[config.mk]
export PLATFORM = sky130hd
export DESIGN_NAME = sq_drain_ctrl
export DESIGN_NICKNAME = d
export VERILOG_FILES = /design/src/rtl/sq_drain_ctrl_pkg.sv /design/src/rtl/sq_drain_ctrl.sv
export SDC_FILE = /design/constraint.sdc
export NUM_CORES = 1
export LEC_CHECK = 0
export CAP_MARGIN = 25
export CELL_PAD_IN_SITES_DETAIL_PLACEMENT = 1
export CELL_PAD_IN_SITES_GLOBAL_PLACEMENT = 2
export CORE_UTILIZATION = 24
export DETAILED_ROUTE_END_ITERATION = 6
export GPL_TIMING_DRIVEN = 0
export PLACE_DENSITY = 0.75
export SLEW_MARGIN = 40
export SYNTH_ARGS = -nofsm -noshare
export SYNTH_HDL_FRONTEND = slang
export SYNTH_SLANG_ARGS = --single-unit
[constraint.sdc]
create_clock -name clk_i -period 2.45 [get_ports clk_i]
set_clock_uncertainty 0.1 [all_clocks]
set_input_delay 0.49 -clock clk_i [delete_from_list [all_inputs] [get_ports clk_i]]
set_output_delay 0.49 -clock clk_i [all_outputs]
set_load 0.01 [all_outputs]
[src/rtl/sq_drain_ctrl_pkg.sv]
`default_nettype none
// ============================================================================
//  Module      : sq_drain_ctrl_pkg
//  Description : Shared LSU definitions for the store-queue drain controller.
//                Holds the store geometry, the drain FSM state encoding and
//                the store request record that is used both for the SQ head
//                latch and for the memory write request.
//  Revision    : 1.0  - initial release
// ============================================================================
package sq_drain_ctrl_pkg;

   // Store geometry. store_req_t is sized from these values, so any
   // sq_drain_ctrl instance must use matching parameter values.
   localparam int LSU_ROB_IDX_WIDTH = 6;
   localparam int LSU_ADDR_WIDTH    = 32;
   localparam int LSU_DATA_WIDTH    = 32;
   localparam int LSU_BE_WIDTH      = LSU_DATA_WIDTH / 8;
   localparam int LSU_SQ_DEPTH      = 16;
   localparam int LSU_COMMIT_WIDTH  = 2;

   // Width of the committed-but-undrained store counter (0..SQ_DEPTH).
   localparam int CNT_W = $clog2(LSU_SQ_DEPTH + 1);

   // Drain FSM states.
   typedef enum logic [1:0] {
      IDLE = 2'd0,
      REQ  = 2'd1,
      RESP = 2'd2
   } sq_drain_state_e;

   // One store as presented at the SQ head and as sent to memory.
   typedef struct packed {
      logic [LSU_ADDR_WIDTH-1:0]    addr;
      logic [LSU_DATA_WIDTH-1:0]    data;
      logic [LSU_BE_WIDTH-1:0]      be;
      logic [LSU_ROB_IDX_WIDTH-1:0] rob_tag;
   } store_req_t;

endpackage : sq_drain_ctrl_pkg
`default_nettype wire

[src/rtl/sq_drain_ctrl.sv]
`default_nettype none
// ============================================================================
//  Module      : sq_drain_ctrl
//  Description : Retires committed stores from the store-queue head into the
//                data-memory write port. Keeps a count of stores the ROB has
//                committed but that have not yet been written, runs a
//                single-outstanding request/response handshake with memory,
//                and pops the SQ head once memory completes the write.
//
//  Ports
//    clk_i               clock
//    rst_i               synchronous active-high reset
//    flush_i             pipeline flush (only legal while drain_busy_o = 0)
//    commit_store_cnt_i  stores committed by the ROB this cycle
//    sq_head_*_i         SQ head entry (valid, rob tag, addr, data, be)
//    sq_pop_valid_o      one-cycle pop of the SQ head
//    mem_req_*           write request channel (valid/ready + payload)
//    mem_resp_valid_i    write completion
//    mem_resp_err_i      completion carries a bus error
//    store_err_o         one-cycle pulse on an errored completion
//    pending_cnt_o       committed-but-undrained store count
//    drain_busy_o        pending work or a store in flight
//
//  Revision    : 1.0  - initial release
// ============================================================================
module sq_drain_ctrl
   import sq_drain_ctrl_pkg::*;
#(
   parameter int ROB_IDX_WIDTH = LSU_ROB_IDX_WIDTH,
   parameter int ADDR_WIDTH    = LSU_ADDR_WIDTH,
   parameter int DATA_WIDTH    = LSU_DATA_WIDTH,
   parameter int SQ_DEPTH      = LSU_SQ_DEPTH,
   parameter int COMMIT_WIDTH  = LSU_COMMIT_WIDTH
) (
   input  logic                               clk_i,
   input  logic                               rst_i,
   input  logic                               flush_i,
   input  logic [$clog2(COMMIT_WIDTH+1)-1:0]  commit_store_cnt_i,
   input  logic                               sq_head_valid_i,
   input  logic [ROB_IDX_WIDTH-1:0]           sq_head_rob_tag_i,
   input  logic [ADDR_WIDTH-1:0]              sq_head_addr_i,
   input  logic [DATA_WIDTH-1:0]              sq_head_data_i,
   input  logic [DATA_WIDTH/8-1:0]            sq_head_be_i,
   output logic                               sq_pop_valid_o,
   output logic                               mem_req_valid_o,
   input  logic                               mem_req_ready_i,
   output logic [ADDR_WIDTH-1:0]              mem_req_addr_o,
   output logic [DATA_WIDTH-1:0]              mem_req_data_o,
   output logic [DATA_WIDTH/8-1:0]            mem_req_be_o,
   output logic [ROB_IDX_WIDTH-1:0]           mem_req_rob_tag_o,
   input  logic                               mem_resp_valid_i,
   input  logic                               mem_resp_err_i,
   output logic                               store_err_o,
   output logic [$clog2(SQ_DEPTH+1)-1:0]      pending_cnt_o,
   output logic                               drain_busy_o
);

   localparam int PCNT_W = $clog2(SQ_DEPTH + 1);

   // ------------------------------------------------------------------------
   // State
   // ------------------------------------------------------------------------
   sq_drain_state_e       state_q;
   store_req_t            req_q;      // latched SQ head, drives the request
   logic [PCNT_W-1:0]     pending_q;
   logic [PCNT_W-1:0]     pending_d;
   logic [PCNT_W:0]       pending_sum; // one extra bit to expose overflow
   logic                  pop;
   logic                  head_take;
   store_req_t            head_req;

   // The SQ entry leaves only when memory reports completion, so the head
   // stays in the queue for the whole time its write is in flight.
   assign pop       = (state_q == RESP) && mem_resp_valid_i;

   // Qualification uses the registered count: a commit seen this cycle does
   // not start a drain until the following cycle.
   assign head_take = (state_q == IDLE) && (pending_q != '0) && sq_head_valid_i;

   assign head_req.addr    = sq_head_addr_i;
   assign head_req.data    = sq_head_data_i;
   assign head_req.be      = sq_head_be_i;
   assign head_req.rob_tag = sq_head_rob_tag_i;

   // Commit and pop in the same cycle are both applied.
   assign pending_sum = {1'b0, pending_q}
                      + (PCNT_W+1)'(commit_store_cnt_i)
                      - (PCNT_W+1)'(pop);
   assign pending_d   = pending_sum[PCNT_W-1:0];

   // ------------------------------------------------------------------------
   // FSM, pending counter and request payload register
   // ------------------------------------------------------------------------
   always_ff @(posedge clk_i) begin
      if (rst_i) begin
         state_q   <= IDLE;
         pending_q <= '0;
         req_q     <= '0;
      end else if (flush_i) begin
         // Only reachable while idle with nothing pending, so nothing
         // committed is ever lost here.
         state_q   <= IDLE;
         pending_q <= '0;
      end else begin
         pending_q <= pending_d;
         case (state_q)
            IDLE: begin
               if (head_take) begin
                  req_q   <= head_req;
                  state_q <= REQ;
               end
            end
            REQ: begin
               // Payload is held in req_q until the request is accepted.
               if (mem_req_ready_i) begin
                  state_q <= RESP;
               end
            end
            RESP: begin
               // Errored writes are popped as well; the error is only
               // reported, never retried.
               if (mem_resp_valid_i) begin
                  state_q <= IDLE;
               end
            end
            default: begin
               state_q <= IDLE;
            end
         endcase
      end
   end

   // ------------------------------------------------------------------------
   // Outputs
   // ------------------------------------------------------------------------
   assign mem_req_valid_o   = (state_q == REQ);
   assign mem_req_addr_o    = req_q.addr;
   assign mem_req_data_o    = req_q.data;
   assign mem_req_be_o      = req_q.be;
   assign mem_req_rob_tag_o = req_q.rob_tag;

   assign sq_pop_valid_o    = pop;
   assign store_err_o       = pop && mem_resp_err_i;
   assign pending_cnt_o     = pending_q;
   assign drain_busy_o      = (pending_q != '0) || (state_q != IDLE);

   // ------------------------------------------------------------------------
   // Protocol checks
   // ------------------------------------------------------------------------
`ifndef SYNTHESIS
   always @(posedge clk_i) begin
      if (!rst_i) begin
         // Counter never exceeds the SQ depth and never wraps below zero.
         a_no_overflow  : assert (flush_i || (pending_sum <= (PCNT_W+1)'(SQ_DEPTH)));
         a_no_underflow : assert (!(pop && (pending_q == '0)));
         // Flushing would discard committed stores while busy.
         a_flush_idle   : assert (!(flush_i && drain_busy_o));
         // Completions are only expected while waiting for one.
         a_resp_in_resp : assert (!(mem_resp_valid_i && (state_q != RESP)));
         // A committed store must have a matching SQ entry.
         a_head_present : assert (!((pending_q != '0) && !sq_head_valid_i));
      end
   end
`endif

endmodule : sq_drain_ctrl
`default_nettype wire

### Word-level counts from Yosys, hierarchy flattened

Cells that the tools add are included.

* word-level logic and storage cells: 29
* register bits: 81
* output and inout port bits: 83
* input bits: 83

* mux-type cells: 4
* add/subtract/negate cells: 2
* equal/unequal tests: 5
* bitwise operators: 1
* reduce and logical (&&, ||, !) cells: 11

Operators by type and width (count)
* 2-bit 2-to-1 mux: 3
* 2-bit case mux with 3 select lines: 1
* 3-bit AND reduction: 2
* 5-bit by 2-bit adder with 5-bit output: 1
* 5-bit nonzero test: 1
* 5-bit by 1-bit subtractor with 5-bit output: 1
* 1-bit logical AND: 4
* 2-bit != test (second input constant): 2
* 2-bit by 1-bit == test with 1-bit output (second input constant): 1
* 2-bit == test (second input constant): 1
* 2-bit logical NOT: 1
* 2-bit by 1-bit != test with 1-bit output (second input constant): 1
* 2-bit nonzero test: 1
* 2-bit OR reduction: 1
* 1-bit logical OR: 1
* 1-bit NOT: 1

### Logic depth before layout (Yosys ltp)

* depth after elaboration: 5
* gate-level depth with buffers: 9

### Worst setup path after synthesis

No wires, ideal clock.

* kind: input-to-reg
* start: in mem_resp_valid_i
* end: reg pending_q[4], in the netlist pending_cnt_o[4]
* setup slack: 369 ps
* arrival time: 1909 ps
* stages: 9
* buffers on the path: 0
* cells stage by stage: nand3b_1 or2_1 nand2_1 ha_1 inv_1 fa_1 nand2b_1 a21oi_1 mux2i_1

* longest elaborated chain between the ends: 2

RTL lines
* start, declared: RTL line sq_drain_ctrl.sv:51 `input logic mem_resp_valid_i,`
* 1-bit logical AND: RTL line sq_drain_ctrl.sv:74 `assign pop = (state_q == RESP) && mem_resp_valid_i;`
* 5-bit by 1-bit subtractor with 5-bit output: RTL line sq_drain_ctrl.sv:88 `- (PCNT_W+1)'(pop);`
* end signal, assigned: RTL line sq_drain_ctrl.sv:105 `pending_q <= pending_d;`
* end, declared: RTL line sq_drain_ctrl.sv:65 `logic [PCNT_W-1:0] pending_q;`

Every way passes these cells.
A chain may end at the register's enable or synchronous reset.

### Final worst setup path

* start: in mem_resp_valid_i
* end: out sq_pop_valid_o

* longest elaborated chain between the ends: 1

RTL lines
* 1-bit logical AND: RTL line sq_drain_ctrl.sv:74
* end, declared: RTL line sq_drain_ctrl.sv:44 `output logic sq_pop_valid_o,`

Every way passes these cells.

==> impl_metrics.csv <==
group,metric,value,unit
detailed_routing,dr.pass1.iters,4,
power,peakVddDrop,322,uV
synthesis,synth_edf_count,0,
setup_path,path_class,"primary input to primary output",
synthesis,ys_seq_area_frac,0.429,
clock_network,h-tree-depth,3,
floorplan,initial_core_util,0.248,
grt,gr-total-overflow,0,
min_path,hp-start,"mem_req_addr_o[18]",
synthesis,ys_types,24,
clock_network,cts_tree,"yes",
setup_path,arrival,1.71,ns
synthesis,synth_area,0.00378,sq mm
synthesis,synth_fa_ha_area_frac,0.0252,
detailed_routing,num_vias,3170,
grt,antenna_found_initial,0,
power,power.total,0.00358,W
grt,grt_pass1_wl,17300,microns
grt,grt_max_degree,13,
grt,use_met3,0.0440,
floorplan,fp-row-count,45,
synthesis,synth_seq_cells,81,
clock_network,clockBufferDepth,2,
floorplan,ios,166,
sta,hold_viol_final,0,
synthesis,synth_top_family_by_area,"simple AND/OR/NAND/NOR gates",
power,power_density,596,mW/mm^2
outcome,status,"finished, final reports clean",
detailed_routing,drtIter0Drc,65,
synthesis,synthXorXnorAreaFrac,0.00463,
detailed_routing,totalWireLength,10800,microns
grt,grt_most_used_layer,"met2",
power,leakagePower,2.17,nW
sta,setup_tns,0,ns
layout,final_cell_mix,"163 x clkdlybuf4s50_1, 150 x nand2b_1, 81 x dfxtp_1",
grt,grt_use_total,0.137,
synthesis,yosys_warnings,0,
floorplan,dieArea,0.0163,sq mm
clock_network,clk_latency,0.33,ns
min_path,hold_path.class,"flip-flop to flip-flop",
setup_path,cp.required,1.86,ns
clock_network,numCtsBuffers,9,
synthesis,synth_cells,378,
sta,fmax,435,MHz
detailed_routing,ant_nets,0,
sta,rsz0062_at_grt,"false",
synthesis,syn_area_per_cell,10.0,sq um
synthesis,synthFlopType,"dfxtp_1",
synthesis,synthSimpleGateAreaFrac,0.283,
clock_network,numClockSinks,81,
setup_path,r2r_slack,0.39,ns
detailed_routing,wl_per_cell,14.1,microns
clock_network,cts.root.buffer_cell,"clkbuf_16",
layout,nets,643,
synthesis,syn_nets,468,
layout,drive_above_1_share,0.0467,
layout,final_common_cell,"clkdlybuf4s50_1",
placement,place.gp.congestion,0.747,
synthesis,synthMuxAreaShare,0.201,
setup_path,critPathMaxFanout,3,
sta,min_period,2.30,ns
layout,fillers,1752,
placement,port_buffers,164,
sta,slew_violations,0,
sta,setup_violations,0,
synthesis,synth_compound_area_frac,0.00894,
floorplan,die_y,127,microns
setup_path,ff2ff_path_depth,9,
synthesis,synthTopCellsByArea,"dfxtp_1 43%, nand2b_1 25%, mux2i_1 20%",
flow_run,maxCapViolations,0,
sta,slew_headroom,0.653,
layout,antenna-diode-count,0,
setup_path,crit_path_end_kind,"primary output",
grt,grt_pass1_vias,3519,
synthesis,synth_top_area_share,0.429,
clock_network,clk_pin_slew,0.06,ns
floorplan,core-area,0.0153,sq mm
sta,fin_crit_sh,0.938,
detailed_routing,vias_per_cell,4.13,
min_path,min_path_cells,2,
synthesis,async_reset_ff_frac,0,
grt,use_met2,0.229,
grt,met1_usage,0.158,
layout,area_growth_syn_to_layout,58.7,%
setup_path,cp-start-kind,"primary input",
sta,worstMarginPinSlew,0.520,ns
setup_path,reg2reg_to,"pending_cnt_o[4]",
synthesis,synth_top_area_cell,"dfxtp_1",
detailed_routing,post-route-drc-count,0,
floorplan,die_w,127,microns
min_path,hold_path_end,"mem_req_addr_o[18]",
setup_path,regToRegStartpoint,"state_q[0]",
placement,dpl.hpwl,8130,microns
-- how the worst max path moves through the flow --
stage | start | to | slack, ns | depth (start not counted)
6_report | mem_resp_valid_i | sq_pop_valid_o | 0.15 | 4
5_1_grt | mem_resp_valid_i | pending_cnt_o[4] | 0.03 | 10
4_1_cts | mem_resp_valid_i | store_err_o | 0.02 | 5
3_5_place_dp | mem_resp_valid_i | pending_cnt_o[4] | -0.29 | 10
3_3_place_gp | mem_resp_valid_i | pending_cnt_o[4] | -0.29 | 10
2_1_floorplan | mem_resp_valid_i | pending_cnt_o[4] | 0.37 | 9
-- kinds of logic after synthesis --
| kind of cell | after synthesis |
|---|---|
| XOR/XNOR | 2 |
| adder cells (fa/ha/maj) | 7 |
| flip-flops | 81 |
| buffers and inverters | 34 |
| multiplexers | 76 |
| AND/OR/NAND/NOR | 173 |
| AO/OA/AOI/OAI | 5 |
-- cell type report --
class                      instances  area (sq um)  share of cell area
sequential                        81          1620               0.270
inverter                          10          37.5             0.00626
buffer                            24           144              0.0240
clock inverter                     3          40.0             0.00667
multi-input combinational        263          1990               0.332
clock buffer                      12           256              0.0428
timing repair buffer             164          1640               0.274
tap                              211           264              0.0440
-- critical path: stages --
cell and delay (ns):
clkdlybuf4s50_1 0.48, nand3b_1 0.11, inv_1 0.09, clkdlybuf4s50_1 0.53
-- per-stage QoR --
step / setup slack, ns / instance area, sq um / utilization / hold WS [ns] / std cells
2_1_floorplan: 0.369 / 3780 / - / 0.389 / 378
3_3_place_gp: -0.292 / 5690 / 0.373 / 0.358 / 753
3_5_place_dp: -0.288 / 5690 / 0.373 / 0.362 / 753
4_1_cts: 0.0228 / 5980 / 0.392 / 0.376 / 768
5_1_grt: 0.0274 / 6000 / 0.393 / 0.394 / 768
6_report: 0.152 / 6000 / 0.393 / 0.369 / 768
-- synthesized netlist by cell type, types with 2 or more instances --
| cell | instances |
|---|---|
| a21oi_1 | 2 |
| and2_1 | 2 |
| buf_6 | 7 |
| clkbuf_1 | 16 |
| dfxtp_1 | 81 |
| ha_1 | 6 |
| inv_1 | 9 |
| mux2i_1 | 76 |
| nand2_1 | 5 |
| nand2b_1 | 150 |
| nand3b_1 | 2 |
| nor2_1 | 7 |
| nor2b_1 | 2 |
| or3_1 | 2 |
| xor2_1 | 2 |
-- state kept, by name, summed over array words and instances, names as in the netlist --
name and flops:
pending_cnt_o 5, mem_req_data_o 32, mem_req_be_o 4, mem_req_addr_o 32
state_q 2, mem_req_rob_tag_o 6
-- repair_timing --
action                                 4_1_cts  5_1_grt
hold buffers                                 0        0
gates resized for setup                      0        4
endpoints found under the hold margin        0        0
buffers inserted                             0        0
setup endpoints to repair                    0        3
-- per-layer routing --
layer | wire length, microns | share of wire
met5 | 0 | 0
met1 | 4780 | 0.44
met4 | 235 | 0.022
met3 | 780 | 0.072
met2 | 4990 | 0.46
-- power breakdown --
part	total (W)	internal, W	switching, W
clock	0.00137	0.000837	0.000530
sequential	0.00146	0.00140	0.0000523
combinational	0.000752	0.000458	0.000295
No activity file was read; power rests on OpenSTA's default activity.
